`config.mk`:
```
export PLATFORM = sky130hd
export DESIGN_NAME = button_conditioner
export DESIGN_NICKNAME = d
export VERILOG_FILES = /design/src/rtl/button_pkg.sv /design/src/rtl/button_channel.sv /design/src/rtl/button_conditioner.sv
export SDC_FILE = /design/constraint.sdc
export NUM_CORES = 1
export LEC_CHECK = 0
export CORE_UTILIZATION = 60
export CTS_CLUSTER_SIZE = 40
export DETAILED_ROUTE_END_ITERATION = 12
export MAX_ROUTING_LAYER = met4
export PLACE_DENSITY = 0.78
export SYNTH_ARGS = -nofsm -noshare
export SYNTH_HDL_FRONTEND = slang
export SYNTH_SLANG_ARGS = --single-unit
```
`constraint.sdc`:
```
create_clock -name clk -period 2.9 [get_ports clk]
set_input_delay 0.29 -clock clk [delete_from_list [all_inputs] [get_ports clk]]
set_output_delay 0.29 -clock clk [all_outputs]
set_load 0.005 [all_outputs]
```
`src/rtl/button_pkg.sv`:
```
// Shared definitions for the push-button conditioning stage: channel state
// encoding, default 50 MHz timing constants and button index names.
package button_pkg;

  // Per-channel debounce state.
  typedef enum logic [1:0] {
    IDLE         = 2'd0,
    PRESS_WAIT   = 2'd1,
    HELD         = 2'd2,
    RELEASE_WAIT = 2'd3
  } btn_state_e;

  // Defaults for a 50 MHz system clock.
  localparam int unsigned DEF_DEBOUNCE_CYCLES = 1000000;   // 20 ms
  localparam int unsigned DEF_REPEAT_DELAY    = 25000000;  // 500 ms
  localparam int unsigned DEF_REPEAT_PERIOD   = 5000000;   // 100 ms

  // Bit positions of the board buttons in the btn_* vectors.
  localparam int BTN_A = 0;
  localparam int BTN_B = 1;
  localparam int BTN_C = 2;
  localparam int BTN_D = 3;

  // True in the states where the debounced button reads as pressed.
  function automatic logic is_down(input btn_state_e s);
    return (s == HELD) || (s == RELEASE_WAIT);
  endfunction

endpackage

```
`src/rtl/button_channel.sv`:
```
// One button channel: 2-flop synchronizer, debounce FSM with saturating
// counter, registered level/press/release outputs and (with
// BUTTON_AUTOREPEAT_EN defined) an auto-repeat timer that adds press pulses
// while the button stays down.
//
// state        | meaning
// -------------+--------------------------------------------------------
// IDLE         | debounced released, waiting for sync input to go low
// PRESS_WAIT   | input low, counting stable cycles before accepting press
// HELD         | debounced pressed, waiting for sync input to go high
// RELEASE_WAIT | input high, counting stable cycles before accepting release
module button_channel
  import button_pkg::*;
#(
  parameter int unsigned DEBOUNCE_CYCLES = DEF_DEBOUNCE_CYCLES,  // >= 2
  parameter int unsigned REPEAT_DELAY    = DEF_REPEAT_DELAY,
  parameter int unsigned REPEAT_PERIOD   = DEF_REPEAT_PERIOD     // <= REPEAT_DELAY
) (
  input  logic clk,
  input  logic reset,     // async, active-low
  input  logic raw_b,     // raw pin, active-low
  output logic level_b,   // debounced level, active-low
  output logic press,
  output logic rel
);

  localparam int DCW = $clog2(DEBOUNCE_CYCLES);
  // The wait states exit on the edge where the count would reach
  // DEBOUNCE_CYCLES-1; together with the detecting cycle in IDLE/HELD this
  // gives exactly DEBOUNCE_CYCLES consecutive stable samples.
  localparam logic [DCW-1:0] DB_LAST = DCW'(DEBOUNCE_CYCLES - 2);
  localparam logic [DCW-1:0] DB_MAX  = '1;

  logic [1:0]     sync_q, sync_d;
  logic           sync_in;
  btn_state_e     state_q, state_d;
  logic [DCW-1:0] cnt_q, cnt_d;
  logic           db_done;
  logic           level_q, level_d;
  logic           press_q, press_d;
  logic           rel_q, rel_d;
  logic           accept_press, accept_rel;
  logic           rpt_fire;

  assign sync_in = sync_q[1];
  assign db_done = (cnt_q == DB_LAST);

  // Synchronizer shift: raw pin enters at bit 0, FSM reads bit 1.
  always_comb begin
    sync_d = {sync_q[0], raw_b};
  end

  // State register, synchronizer, debounce counter and registered outputs.
  always_ff @(posedge clk or negedge reset) begin
    if (!reset) begin
      sync_q  <= 2'b11;
      state_q <= IDLE;
      cnt_q   <= '0;
      level_q <= 1'b1;
      press_q <= 1'b0;
      rel_q   <= 1'b0;
    end else begin
      sync_q  <= sync_d;
      state_q <= state_d;
      cnt_q   <= cnt_d;
      level_q <= level_d;
      press_q <= press_d;
      rel_q   <= rel_d;
    end
  end

  // Next-state logic.
  always_comb begin
    state_d = state_q;
    case (state_q)
      IDLE: begin
        if (!sync_in) state_d = PRESS_WAIT;
      end
      PRESS_WAIT: begin
        if (sync_in)      state_d = IDLE;
        else if (db_done) state_d = HELD;
      end
      HELD: begin
        if (sync_in) state_d = RELEASE_WAIT;
      end
      RELEASE_WAIT: begin
        if (!sync_in)     state_d = HELD;
        else if (db_done) state_d = IDLE;
      end
      default: state_d = IDLE;
    endcase
  end

  // Debounce counter: held at zero in the settled states so every wait
  // starts from a clean count, saturating while waiting.
  always_comb begin
    cnt_d = cnt_q;
    case (state_q)
      PRESS_WAIT, RELEASE_WAIT: begin
        if (cnt_q != DB_MAX) cnt_d = cnt_q + DCW'(1);
      end
      default: cnt_d = '0;
    endcase
  end

`ifdef BUTTON_AUTOREPEAT_EN
  localparam int RCW = $clog2(REPEAT_DELAY);
  localparam logic [RCW-1:0] RPT_LAST   = RCW'(REPEAT_DELAY - 1);
  // Reloading to DELAY-PERIOD makes later pulses PERIOD cycles apart while
  // reusing the single terminal-count compare.
  localparam logic [RCW-1:0] RPT_RELOAD = RCW'(REPEAT_DELAY - REPEAT_PERIOD);

  logic [RCW-1:0] rpt_q, rpt_d;

  // Repeat timer: starts at zero on the accepted press, runs while down,
  // suppressed on the cycle a release is accepted.
  always_comb begin
    rpt_d    = rpt_q;
    rpt_fire = 1'b0;
    if (!is_down(state_q) || (state_d == IDLE)) begin
      rpt_d = '0;
    end else if (rpt_q == RPT_LAST) begin
      rpt_fire = 1'b1;
      rpt_d    = RPT_RELOAD;
    end else begin
      rpt_d = rpt_q + RCW'(1);
    end
  end

  // Repeat timer register.
  always_ff @(posedge clk or negedge reset) begin
    if (!reset) rpt_q <= '0;
    else        rpt_q <= rpt_d;
  end
`else
  // Without auto-repeat only accepted presses pulse.
  always_comb begin
    rpt_fire = 1'b0;
  end
`endif

  // Output logic: pulses and level follow the transition being taken, so
  // they register on the same edge as the state change.
  always_comb begin
    accept_press = (state_q == PRESS_WAIT)   && (state_d == HELD);
    accept_rel   = (state_q == RELEASE_WAIT) && (state_d == IDLE);
    level_d      = !is_down(state_d);
    press_d      = accept_press | rpt_fire;
    rel_d        = accept_rel;
  end

  assign level_b = level_q;
  assign press   = press_q;
  assign rel     = rel_q;

endmodule

```
`src/rtl/button_conditioner.sv`:
```
// Input conditioning for the board push-buttons: one independent
// synchronize/debounce channel per button feeding the game logic with clean
// levels and single-cycle press/release pulses.
// Optional feature macro: BUTTON_AUTOREPEAT_EN (auto-repeat press pulses).
module button_conditioner
  import button_pkg::*;
#(
  parameter int          N_BUTTONS       = 4,
  parameter int unsigned DEBOUNCE_CYCLES = DEF_DEBOUNCE_CYCLES,
  parameter int unsigned REPEAT_DELAY    = DEF_REPEAT_DELAY,
  parameter int unsigned REPEAT_PERIOD   = DEF_REPEAT_PERIOD
) (
  input  logic                 clk,
  input  logic                 reset,        // async, active-low
  input  logic [N_BUTTONS-1:0] btn_raw,      // active-low pins
  output logic [N_BUTTONS-1:0] btn_level,    // active-low debounced
  output logic [N_BUTTONS-1:0] btn_press,
  output logic [N_BUTTONS-1:0] btn_release
);

  // One identical channel per button; no cross-channel interaction.
  for (genvar g = 0; g < N_BUTTONS; g++) begin : g_chan
    button_channel #(
      .DEBOUNCE_CYCLES (DEBOUNCE_CYCLES),
      .REPEAT_DELAY    (REPEAT_DELAY),
      .REPEAT_PERIOD   (REPEAT_PERIOD)
    ) u_chan (
      .clk     (clk),
      .reset   (reset),
      .raw_b   (btn_raw[g]),
      .level_b (btn_level[g]),
      .press   (btn_press[g]),
      .rel     (btn_release[g])
    );
  end

endmodule
```
Word level (Yosys, flattened, before mapping)
Index checks and enable logic that the tools add are counted.
Widths: inputs -> output; s select.
{"block": "word_totals", "ff_bits": 108, "output_inout_bits": 12, "wordCells": 124}
{"block": "op_classes", "add_sub_neg": 4, "eq_ne": 32, "mux": 36, "reduce_logical": 28}
{"operator": "$mux 20", "count": 8}
{"operator": "$add 20x1->20 const B", "count": 4}
{"operator": "$eq 20x20->1 const B", "count": 4}
{"operator": "$ne 20x20->1 const B", "count": 4}
{"operator": "$mux 2", "count": 24}
{"operator": "$eq 2x2->1 const B", "count": 16}
{"operator": "$pmux 2 s4", "count": 4}
{"operator": "$logic_not 2->1", "count": 8}
{"operator": "$eq 2x1->1 const B", "count": 4}
{"operator": "$logic_and 1x1->1", "count": 8}
{"operator": "$ne 2x1->1 const B", "count": 4}
{"operator": "$reduce_or 2->1", "count": 4}
{"operator": "$logic_not 1->1", "count": 4}
{"operator": "$logic_or 1x1->1", "count": 4}

Logic depth before layout (Yosys ltp)
Gate-level depths: netlist of run 1.
{"block": "logic_depth", "ltp_word": 7, "ltp_mapped": 7, "ltp_nobuf": 6}

Hierarchy
Synthesis of run 1 repeated with hierarchy kept, for this count alone.
{"block": "unflattened", "cells_unflattened": 548, "hier_area_um2": 5510.3}
{"mod": "button_channel", "n_inst": 4, "cells_per_inst": 137, "area_each_um2": 1377.6}

Worst setup path after synthesis of run 1
OpenSTA, ideal clock, no wires.
{"block": "synth_timing", "kind": "reg2reg", "from": "reg g_chan[2].u_chan.cnt_q[0]", "to": "reg g_chan[2].u_chan.level_q", "arrival_time_ps": 2143, "required_ps": 2818, "slack_ps": 675, "stages_incl_launch_ff": 7, "path_buffers": 0, "period_less_slack_ps": 2225, "path_cell_list": "dfrtp_1 inv_1 ha_1 or4b_1 or4_4 nor4_4 mux2_2"}
{"block": "synth_between", "elab_chain_cells": 7}
{"item": "start, declared", "line_no": "button_channel.sv:37", "text": "logic [DCW-1:0] cnt_q, cnt_d;"}
{"item": "start signal, assigned", "line_no": "button_channel.sv:65", "text": "cnt_q <= cnt_d;"}
{"item": "$eq 20x20->1 (*)", "line_no": "button_channel.sv:46", "text": "assign db_done = (cnt_q == DB_LAST);"}
{"item": "$mux 2 (on tied branches)", "line_no": "button_channel.sv:88, button_channel.sv:81"}
{"item": "$mux 2 (on tied branches)", "line_no": "button_channel.sv:87, button_channel.sv:80"}
{"item": "$pmux 2 s4 (*)", "line_no": "button_channel.sv:75", "text": "case (state_q)"}
{"item": "$eq 2x2->1", "line_no": "button_pkg.sv:26", "text": "return (s == HELD) || (s == RELEASE_WAIT);"}
{"item": "$logic_or 1x1->1 (*)", "line_no": "button_pkg.sv:26"}
{"item": "$logic_not 1->1 (*)", "line_no": "button_channel.sv:147", "text": "level_d = !is_down(state_d);"}
{"item": "net g_chan[2].u_chan.level_d", "line_no": "button_channel.sv:39", "text": "logic level_q, level_d;"}
{"item": "end signal, assigned", "line_no": "button_channel.sv:66", "text": "level_q <= level_d;"}
{"item": "end, declared", "line_no": "button_channel.sv:39"}
Mark *: on every way through the listed nets, which the timed path passes. The rest lies on a longest branch.
A chain may end at the register's enable or synchronous reset.

Final worst setup path of run 1
Ends and elaborated chain as after synthesis.

==> results.yml, run 1 <==
run_status:
  outcome: "finished clean"
sta:
  rsz0062_at_grt: "no"
  fin_crit_sh_pct: 80.6
  setup-tns-final_ns: 0
  clock.fmax_ghz: 0.428
  min_period_ns: 2.34
  drv_slew: 0
  relSlewSlack_pct: 31.9
  fin_skew_ns: 0.0102
  finalHoldViolations: 0
  tightestPinTransition_ns: 1.01
  setup_violations: 0
global_route:
  grt_overflow_total: 0
  grt_pass1_wl_um: 20700
  grt_pass1_vias: 4546
  track_usage_pct: 26.7
  grt_max_degree: 60
  antenna_found_initial: 0
hold_path:
  worstHoldPathType: "in2reg"
synthesis:
  synth_edf_count: 0
  syn_area_mm2: 0.00585
  avgSynthCellArea_um2: 9.53
  synth_top_cell_by_area: "dfrtp_1"
  syn_nets: 628
  synth_ff_type: "dfrtp_1"
  synth-seq-cells: 108
  yosys-top-cells-count: "dfrtp_1 (96), nand2_1 (56), a21oi_1 (52)"
  seq_area_frac_synth_pct: 46.4
  ys_types: 55
  yosysWarnings: 0
  async_flop_share_pct: 100
  syn_inst: 614
  yosysMostFrequentCell: "dfrtp_1"
  synth_top_area_share_pct: 41.0
  ys_top_cells_by_area: "dfrtp_1 (41%), mux2i_1 (5.6%), dfstp_2 (5.4%), a21oi_1 (4.4%), nand2_1 (3.6%)"
setup_path:
  cp.required_ns: 3.22
  critical_path_class: "reg2reg"
  setup.worst_path.start_class: "flop"
  path_max_fanout: 4
  endpoint_kind: "flop"
  critPathArrivalTime_ns: 2.65
pwr:
  power_w: 0.00253
  netSwitchingFraction_pct: 25.2
  seqPwrFrac_pct: 61.8
  p_leak_nw: 2.49
  switchingPower_w: 0.000636
  comb_power_share_pct: 4.7
  peakVddDrop_uv: 338
  internal_power_w: 0.00189
  p_per_area_mw_per_mm2: 403
  clockPowerShare_pct: 33.5
final_layout:
  syn_to_final_growth_pct: 6.95
  diodes: 0
  nNetsFinal: 628
  drive_gt1_share_pct: 8.41
placed_design:
  dpl.hpwl_um: 8170
  gp_congestion: 0.947
  portBuffers: 17
routing:
  met3_length_um: 546
  routedWlPerCell_um: 15.9
  wl_met1_um: 5300
  wl_um: 11800
  detailedRoute.firstPassIterationCount: 5
  via_per_inst: 6.33
  vias: 4728
  drc: 0
  drt_iter0_drc: 138
  top_layer_used: "met4"
  wl_met2_um: 5820
  antenna_left: 0
job:
  maxCapViolCount: 0
clock_network:
  numCtsBuffers: 9
  cts.reportedPaths.clkPinSlew_ns: 0.10
  clock-sinks: 108
  htree_levels: 3
  cts_buffer_depth: 2
  cts_tree: "built"
  cts_resized: 0
  root_buffer: "clkbuf_8"
  worstSkewPairLatency_ns: 0.39
  post_cts_buffers: 0
die:
  rows: 35
  ioPinCount: 18
  initial_utilization_pct: 62.7
  core_area_mm2: 0.00933
  die_y_um: 101
  die_w_um: 101
  die_area_mm2: 0.0102
==> worst max-delay path: stages, from the launching register on <==
cell and delay, ns:
dfrtp_1 0.41, inv_1 0.11, ha_1 0.14, or4b_1 0.43, or4_4 0.45, nor4_4 0.37
mux2_2 0.37
==> cell type report <==
| type | count | area (um^2) |
|---|---|---|
| clock buffers | 9 | 124 |
| clock inverters | 6 | 50.0 |
| fillers | 759 | 3070 |
| inverters | 28 | 105 |
| multi-input cells | 438 | 2830 |
| flip-flops and latches | 108 | 2720 |
| well taps | 129 | 161 |
| repair buffers | 29 | 273 |
==> through the flow <==
step                hold WS, ns  utilization (%)  instance area (um^2)  setup WS, ns  std cells
floorplan              -0.00559                -                  5850         0.675        614
global placement          0.346             65.1                  6080         0.624        731
detailed placement        0.351             65.1                  6080         0.577        731
CTS                       0.279             67.1                  6260         0.557        747
global route              0.280             67.1                  6260         0.449        747
finish                    0.298             67.1                  6260         0.563        747
==> path summary, 6_finish.rpt <==
kind / from / slack (ns) / cells past startpoint / endpoint
max: g_chan[2].u_chan.cnt_q[0]$_DFFE_PN0P_ / 0.56 / 6 / g_chan[2].u_chan.level_b$_DFF_PN1_
min: btn_raw[3] / 0.30 / 1 / g_chan[3].u_chan.sync_q[0]$_DFF_PN1_
max reg2reg: g_chan[2].u_chan.cnt_q[0]$_DFFE_PN0P_ / 0.56 / 6 / g_chan[2].u_chan.level_b$_DFF_PN1_
min reg2reg: g_chan[2].u_chan.sync_q[0]$_DFF_PN1_ / 0.36 / 0 / g_chan[2].u_chan.sync_q[1]$_DFF_PN1_
max in group asynchronous: reset / 1.62 / 3 / g_chan[2].u_chan.sync_q[0]$_DFF_PN1_
min in group asynchronous: reset / 0.52 / 2 / g_chan[1].u_chan.cnt_q[0]$_DFFE_PN0P_
==> cells by family after synthesis <==
| group | after synthesis | share of synthesized area, % |
|---|---|---|
| simple gates | 272 | 27.2 |
| buf+inv | 68 | 5.24 |
| flops | 108 | 46.4 |
| compound gates | 120 | 13.0 |
| fa+ha+maj | 8 | 1.71 |
| xor+xnor | 4 | 0.599 |
| mux | 34 | 5.84 |
==> state kept, by name (all words and copies together), names as in the netlist <==
signal and count:
g_chan.u_chan.press 4, g_chan.u_chan.cnt_q 80, g_chan.u_chan.sync_q 8, g_chan.u_chan.state_q 8, g_chan.u_chan.rel 4, g_chan.u_chan.level_b 4
==> cell usage in the layout, fill, tap and decap left out, types with 15 or more instances in the layout <==
| cell type | count |
|---|---|
| a21oi_1 | 52 |
| and3_1 | 15 |
| clkdlybuf4s50_1 | 16 |
| dfrtp_1 | 96 |
| inv_1 | 26 |
| mux2i_1 | 33 |
| nand2_1 | 56 |
| nand2b_1 | 25 |
| nand3_1 | 27 |
| nand4_1 | 31 |
| nor2_1 | 20 |
| o31ai_1 | 16 |
| or4_1 | 19 |
==> per-layer routing <==
metal,up-vias,GRT usage [%]
met1,2305,33.1
met5,-,-
met4,0,8.47
li1,2279,-
met2,122,43.9
met3,22,5.83
==> power by group through the flow <==
stage                     Clock [W]  Combinational [W]  Sequential [W]
after floorplan                   0          0.0000687         0.00158
after global placement            0           0.000115         0.00159
after detailed placement          0           0.000122         0.00159
after CTS                  0.000874           0.000123         0.00156
after global routing       0.000938           0.000140         0.00156
final                      0.000846           0.000120         0.00156
==> repair_timing <==
item | 4_1_cts | 5_1_grt
endpoints found under the setup margin | 0 | 0
hold buffers | 1 | 0
endpoints found under the hold margin | 16 | 0
Power figures use the tool's default switching activity.
==> run 2: changes to the inputs <==
- CORE_UTILIZATION: 60 -> 56
- PLACE_DENSITY: 0.78 -> 0.77
- clock period: 2.9 -> 2 ns (I/O delays scaled with it)
==> run 2 against run 1 <==
- the flow now finishes with violations (negative setup slack)
- cell count grew 7.0%
- count of clock-buffer cells in the layout grew 1
- via count grew 3.8%
- global-route usage shrank 1.8 points
- die area grew 7.0%
- non-clock buffer count grew 47
- clock power grew 49%
- final area grew 7.8%
- sequential power grew 45%
- sequential cell count is the same
- critical path type unchanged
- largest cell class unchanged
==> results.yml, run 2 (synthesized netlist as in run 1, its figures left out) <==
run_status:
  outcome: "finished with violations"
  violations: "negative setup slack"
sta:
  setup-tns-final_ns: -0.852
  min_period_ns: 2.21
  relSlewSlack_pct: 64.0
  whs_ns: 0.213
  finalHoldViolations: 0
  clock.fmax_ghz: 0.452
  fin_ws_ns: -0.214
  drv_slew: 0
  fin_skew_ns: 0.00931
  rsz0062_at_grt: "yes"
  fin_crit_sh_pct: 111
  setup_violations: 5
  tightestPinTransition_ns: 0.539
placed_design:
  portBuffers: 17
  dpl.hpwl_um: 8780
  gp_congestion: 0.953
  dp.cells: 778
  place_area_mm2: 0.00642
setup_path:
  setup.worst_path.start_class: "flop"
  cp_top_family: "simple AND/OR/NAND/NOR gates"
  critPathArrivalTime_ns: 2.53
  crit_slowest_cell: "or4b_4"
  reg2reg_depth: 8
  cp.required_ns: 2.31
  rrSetupSlack_ns: -0.21
  critical_path_class: "reg2reg"
  cp.depth: 8
  reg2reg_from: "g_chan[2].u_chan.cnt_q[0]$_DFFE_PN0P_"
  path_max_fanout: 3
  crit_chain: "inv_2 > ha_1 > or4b_4 > or4_4 > buf_6 > nor4_4 > buf_4 > mux2i_1"
  path_buf_inv: 3
  rr_endpoint: "g_chan[2].u_chan.state_q[1]$_DFF_PN0_"
  endpoint_kind: "flop"
  critPathMaxStageDelay_ns: 0.45
clock_network:
  root_buffer: "clkbuf_8"
  cts_buffer_depth: 2
  clock-sinks: 108
  cts_tree: "built"
  numCtsBuffers: 9
  htree_levels: 3
  worstSkewPairLatency_ns: 0.39
  cts.reportedPaths.clkPinSlew_ns: 0.10
final_layout:
  final_area_mm2: 0.00675
  top_regs: "g_chan.u_chan.cnt_q: 80 flops, g_chan.u_chan.state_q: 8 flops, g_chan.u_chan.sync_q: 8 flops"
  largest_reg_flops: 80
  regArea_mm2: 0.00272
  fillers: 765
  layout_common_cells: "dfrtp_1 (96), nand2_1 (55), buf_4 (54)"
  nNetsFinal: 675
  drive_gt1_share_pct: 16.8
  multi_input_area_mm2: 0.00292
  diodes: 0
  regMostFlops: "g_chan.u_chan.cnt_q"
  stdcell_count: 799
  syn_to_final_growth_pct: 15.2
  final_common_cell: "dfrtp_1"
hold_path:
  min_to: "g_chan[1].u_chan.sync_q[0]$_DFF_PN1_"
  worstHoldPathType: "in2reg"
  holdPathStages: 1
  holdCritStartpoint: "btn_raw[1]"
routing:
  routedWlPerCell_um: 15.8
  wl_um: 12600
  vias: 4910
  via_per_inst: 6.15
  drc: 0
  detailedRoute.firstPassIterationCount: 7
  antenna_left: 0
  drt_iter0_drc: 233
die:
  core_area_mm2: 0.00995
  ioPinCount: 18
  die_w_um: 104
  rows: 36
  die_y_um: 104
  die_area_mm2: 0.0109
  initial_utilization_pct: 58.8
pwr:
  p_per_area_mw_per_mm2: 555
  p_leak_nw: 2.80
  peakVddDrop_uv: 588
global_route:
  grt_overflow_total: 0
  grt_pass1_vias: 4726
  grt_pass1_wl_um: 21400
  grt_max_degree: 36
  antenna_found_initial: 0
  track_usage_pct: 24.9
job:
  maxCapViolCount: 0
## run 2: worst max path at each step
stage | start | to | slack, ns
floorplan | g_chan[2].u_chan.cnt_q[0]$_DFFE_PN0P_ | g_chan[2].u_chan.press$_DFF_PN0_ | -0.17
global placement | g_chan[2].u_chan.cnt_q[0]$_DFFE_PN0P_ | g_chan[2].u_chan.press$_DFF_PN0_ | -0.19
detailed placement | g_chan[2].u_chan.cnt_q[0]$_DFFE_PN0P_ | g_chan[2].u_chan.press$_DFF_PN0_ | -0.23
CTS | g_chan[2].u_chan.cnt_q[0]$_DFFE_PN0P_ | g_chan[2].u_chan.press$_DFF_PN0_ | -0.23
global route | g_chan[2].u_chan.cnt_q[0]$_DFFE_PN0P_ | g_chan[2].u_chan.state_q[1]$_DFF_PN0_ | -0.29
finish | g_chan[2].u_chan.cnt_q[0]$_DFFE_PN0P_ | g_chan[2].u_chan.state_q[1]$_DFF_PN0_ | -0.21
## run 2: layout make-up
type | instances | area share (%)
clock inverters | 6 | 0.668
multi-input cells | 438 | 43.3
flip-flops and latches | 108 | 40.3
inverters | 28 | 1.56
repair buffers | 76 | 9.63
well taps | 133 | 2.47
clock buffers | 10 | 2.04
## run 2: metrics by stage
step / setup slack [ns] / power (W) / util, %
after floorplan: -0.171 / 0.00239 / -
after global placement: -0.192 / 0.00249 / 64.5
after detailed placement: -0.234 / 0.00251 / 64.5
after CTS: -0.232 / 0.00379 / 66.8
after global routing: -0.289 / 0.00392 / 67.8
final: -0.214 / 0.00375 / 67.8
## run 2: power breakdown
| group | total (W) | leakage, nW | switching (W) | internal [W] |
|---|---|---|---|---|
| Clock | 0.00126 | 0.0974 | 0.000766 | 0.000499 |
| Sequential | 0.00226 | 1.45 | 0.0000381 | 0.00222 |
| Combinational | 0.000223 | 1.25 | 0.000132 | 0.0000901 |
| Total | 0.00375 | 2.80 | 0.000936 | 0.00281 |
## run 2: layer usage
metal	track usage (%)	up-vias	share of wire, %
met5	-	-	0
met4	8.57	0	1.1
met3	5.45	17	3.8
met2	40.7	109	50
met1	30.8	2418	45
li1	-	2366	-
## run 2: worst reg2reg max path, delay by kind of cell, from the launching register on
kind | cells | cell delay (ns)
DFF | 1 | 0.41
and+or+nand+nor | 3 | 1.07
buffers and inverters | 3 | 0.38
muxes | 1 | 0.17
adders and majority gates | 1 | 0.13
## run 2: repair_timing
action                                 4_1_cts  5_1_grt
buffers inserted                             2        4
setup endpoints to repair                    7       26
hold buffers                                 1        0
pin swaps                                    4        7
gates cloned                                 0        1
gates resized for setup                      6       13
endpoints found under the hold margin       27        0
==> run 3: changes to the inputs <==
- PLACE_DENSITY: 0.77 -> 0.8
==> run 3 against run 2 <==
- the run still ends with negative setup slack left
- die area stayed put
- global-route usage hardly changed
- routed wire length is 0.25% lower
- combinational power hardly changed
- sequential power hardly changed
- non-clock buffer count is 2 higher
- total power is 2.4% higher
- fmax is 1.6% lower
- via count is 0.20% lower
- cell count is 0.25% higher
==> results.yml, run 3 (synthesized netlist as in run 1, its figures left out) <==
setup_path:
  rrSetupSlack_ns: -0.25
  startpoint: "g_chan[2].u_chan.cnt_q[0]$_DFFE_PN0P_"
  setup.worst_path.start_class: "flop"
  reg2reg_depth: 8
  reg2reg_from: "g_chan[2].u_chan.cnt_q[0]$_DFFE_PN0P_"
  cp.required_ns: 2.30
  cp-endpoint: "g_chan[2].u_chan.state_q[1]$_DFF_PN0_"
  path_max_fanout: 3
  rr_endpoint: "g_chan[2].u_chan.state_q[1]$_DFF_PN0_"
  critical_path_class: "reg2reg"
  critPathArrivalTime_ns: 2.55
  endpoint_kind: "flop"
final_layout:
  regMostFlops: "g_chan.u_chan.cnt_q"
  layout_common_cells: "dfrtp_1 (96), buf_4 (59), nand2_1 (56)"
  top_regs: "g_chan.u_chan.cnt_q: 80 flops, g_chan.u_chan.state_q: 8 flops, g_chan.u_chan.sync_q: 8 flops"
  nNetsFinal: 677
  stdcell_count: 801
  diodes: 0
  final_common_cell: "dfrtp_1"
  largest_reg_flops: 80
  drive_gt1_share_pct: 16.6
  final_area_mm2: 0.00670
  syn_to_final_growth_pct: 14.5
pwr:
  clockPowerShare_pct: 35.5
  p_per_area_mw_per_mm2: 572
  p_leak_nw: 2.77
  peakVddDrop_uv: 672
  comb_power_share_pct: 5.8
  switchingPower_w: 0.000933
  netSwitchingFraction_pct: 24.3
  seqPwrFrac_pct: 58.7
  power_w: 0.00383
  internal_power_w: 0.00290
sta:
  fin_ws_ns: -0.250
  setup_violations: 5
  rsz0062_at_grt: "yes"
  min_period_ns: 2.25
  clock.fmax_ghz: 0.445
  tightestPinTransition_ns: 0.527
  fin_skew_ns: 0.0126
  drv_slew: 0
  finalHoldViolations: 0
  fin_crit_sh_pct: 112
  relSlewSlack_pct: 64.8
die:
  die_w_um: 104
  initial_utilization_pct: 58.8
  die_y_um: 104
  rows: 36
  core_area_mm2: 0.00995
  ioPinCount: 18
  die_area_mm2: 0.0109
global_route:
  grt_overflow_total: 0
  grt_pass1_vias: 4731
  grt_max_degree: 52
  antenna_found_initial: 0
  grt_pass1_wl_um: 21300
  track_usage_pct: 24.9
routing:
  detailedRoute.firstPassIterationCount: 4
  vias: 4900
  via_per_inst: 6.12
  drt_iter0_drc: 221
  drc: 0
  wl_um: 12600
  antenna_left: 0
  routedWlPerCell_um: 15.7
clock_network:
  worstSkewPairLatency_ns: 0.39
  cts.reportedPaths.clkPinSlew_ns: 0.11
  cts_tree: "built"
  clock-sinks: 108
  htree_levels: 3
  root_buffer: "clkbuf_8"
  numCtsBuffers: 9
  cts_buffer_depth: 2
placed_design:
  portBuffers: 17
  dp.cells: 780
  place_area_mm2: 0.00642
  gp_congestion: 0.887
  dpl.hpwl_um: 8790
job:
  maxCapViolCount: 0
run_status:
  violations: "negative setup slack"
  outcome: "finished with violations"
hold_path:
  worstHoldPathType: "in2reg"
==> run 3: worst min-delay path by stage <==
| stage | from | to | slack [ns] | cells after the start |
|---|---|---|---|---|
| after global routing | btn_raw[1] | g_chan[1].u_chan.sync_q[0]$_DFF_PN1_ | 0.20 | 1 |
| after CTS | btn_raw[1] | g_chan[1].u_chan.sync_q[0]$_DFF_PN1_ | 0.19 | 1 |
| after global placement | reset | g_chan[1].u_chan.cnt_q[10]$_DFFE_PN0P_ | 0.19 | 1 |
| after detailed placement | reset | g_chan[1].u_chan.cnt_q[10]$_DFFE_PN0P_ | 0.19 | 1 |
| final | btn_raw[1] | g_chan[1].u_chan.sync_q[0]$_DFF_PN1_ | 0.21 | 1 |
| after floorplan | reset | g_chan[0].u_chan.cnt_q[0]$_DFFE_PN0P_ | -0.1 | 0 |
==> run 3: power groups by stage <==
stage               combinational (W)  sequential [W]  clock, W
finish                       0.000222         0.00225   0.00136
global route                 0.000251         0.00226   0.00148
CTS                          0.000221         0.00225   0.00140
detailed placement           0.000212         0.00229         0
global placement             0.000203         0.00229         0
floorplan                   0.0000998         0.00229         0
==> run 3: what timing repair did <==
action / 4_1_cts / 5_1_grt
hold buffers: 1 / 0
hold endpoints to repair: 25 / 0
pin swaps: 2 / 2
gates resized for setup: 1 / 10
setup buffers: 3 / 1
endpoints found under the setup margin: 8 / 17
==> run 3: layout make-up <==
type,count,area [um^2]
inverter,28,105
clock buffer,10,128
fill,778,3250
multi-input combinational,438,2870
clock inverter,6,72.6
timing repair buffer,78,644
tap,133,166
sequential,108,2720
==> run 3: worst max-delay path: stages, from the launching register on <==
cell     delay [ns]
dfrtp_1        0.40
inv_2          0.07
ha_1           0.12
or4b_4         0.44
or4_4          0.44
buf_6          0.13
nor4_4         0.18
buf_4          0.18
mux2i_1        0.20
==> run 3: metal layers <==
layer / track usage [%] / part of all wire [%] / up-vias
li1: - / - / 2370
met1: 30.4 / 44 / 2387
met2: 39.6 / 50 / 128
met3: 6.45 / 5.1 / 15
met4: 9.80 / 1.3 / 0
met5: - / 0 / -
==> run 3: through the flow <==
| step | utilization [%] | TNS (ns) | hold slack [ns] | worst slack, ns |
|---|---|---|---|---|
| after floorplan | - | -0.248 | -0.0956 | -0.171 |
| after CTS | 66.9 | -0.838 | 0.194 | -0.211 |
| final | 67.3 | -0.935 | 0.208 | -0.250 |
| after detailed placement | 64.5 | -0.920 | 0.186 | -0.231 |
| after global placement | 64.5 | -0.647 | 0.186 | -0.195 |
| after global routing | 67.3 | -1.41 | 0.196 | -0.344 |
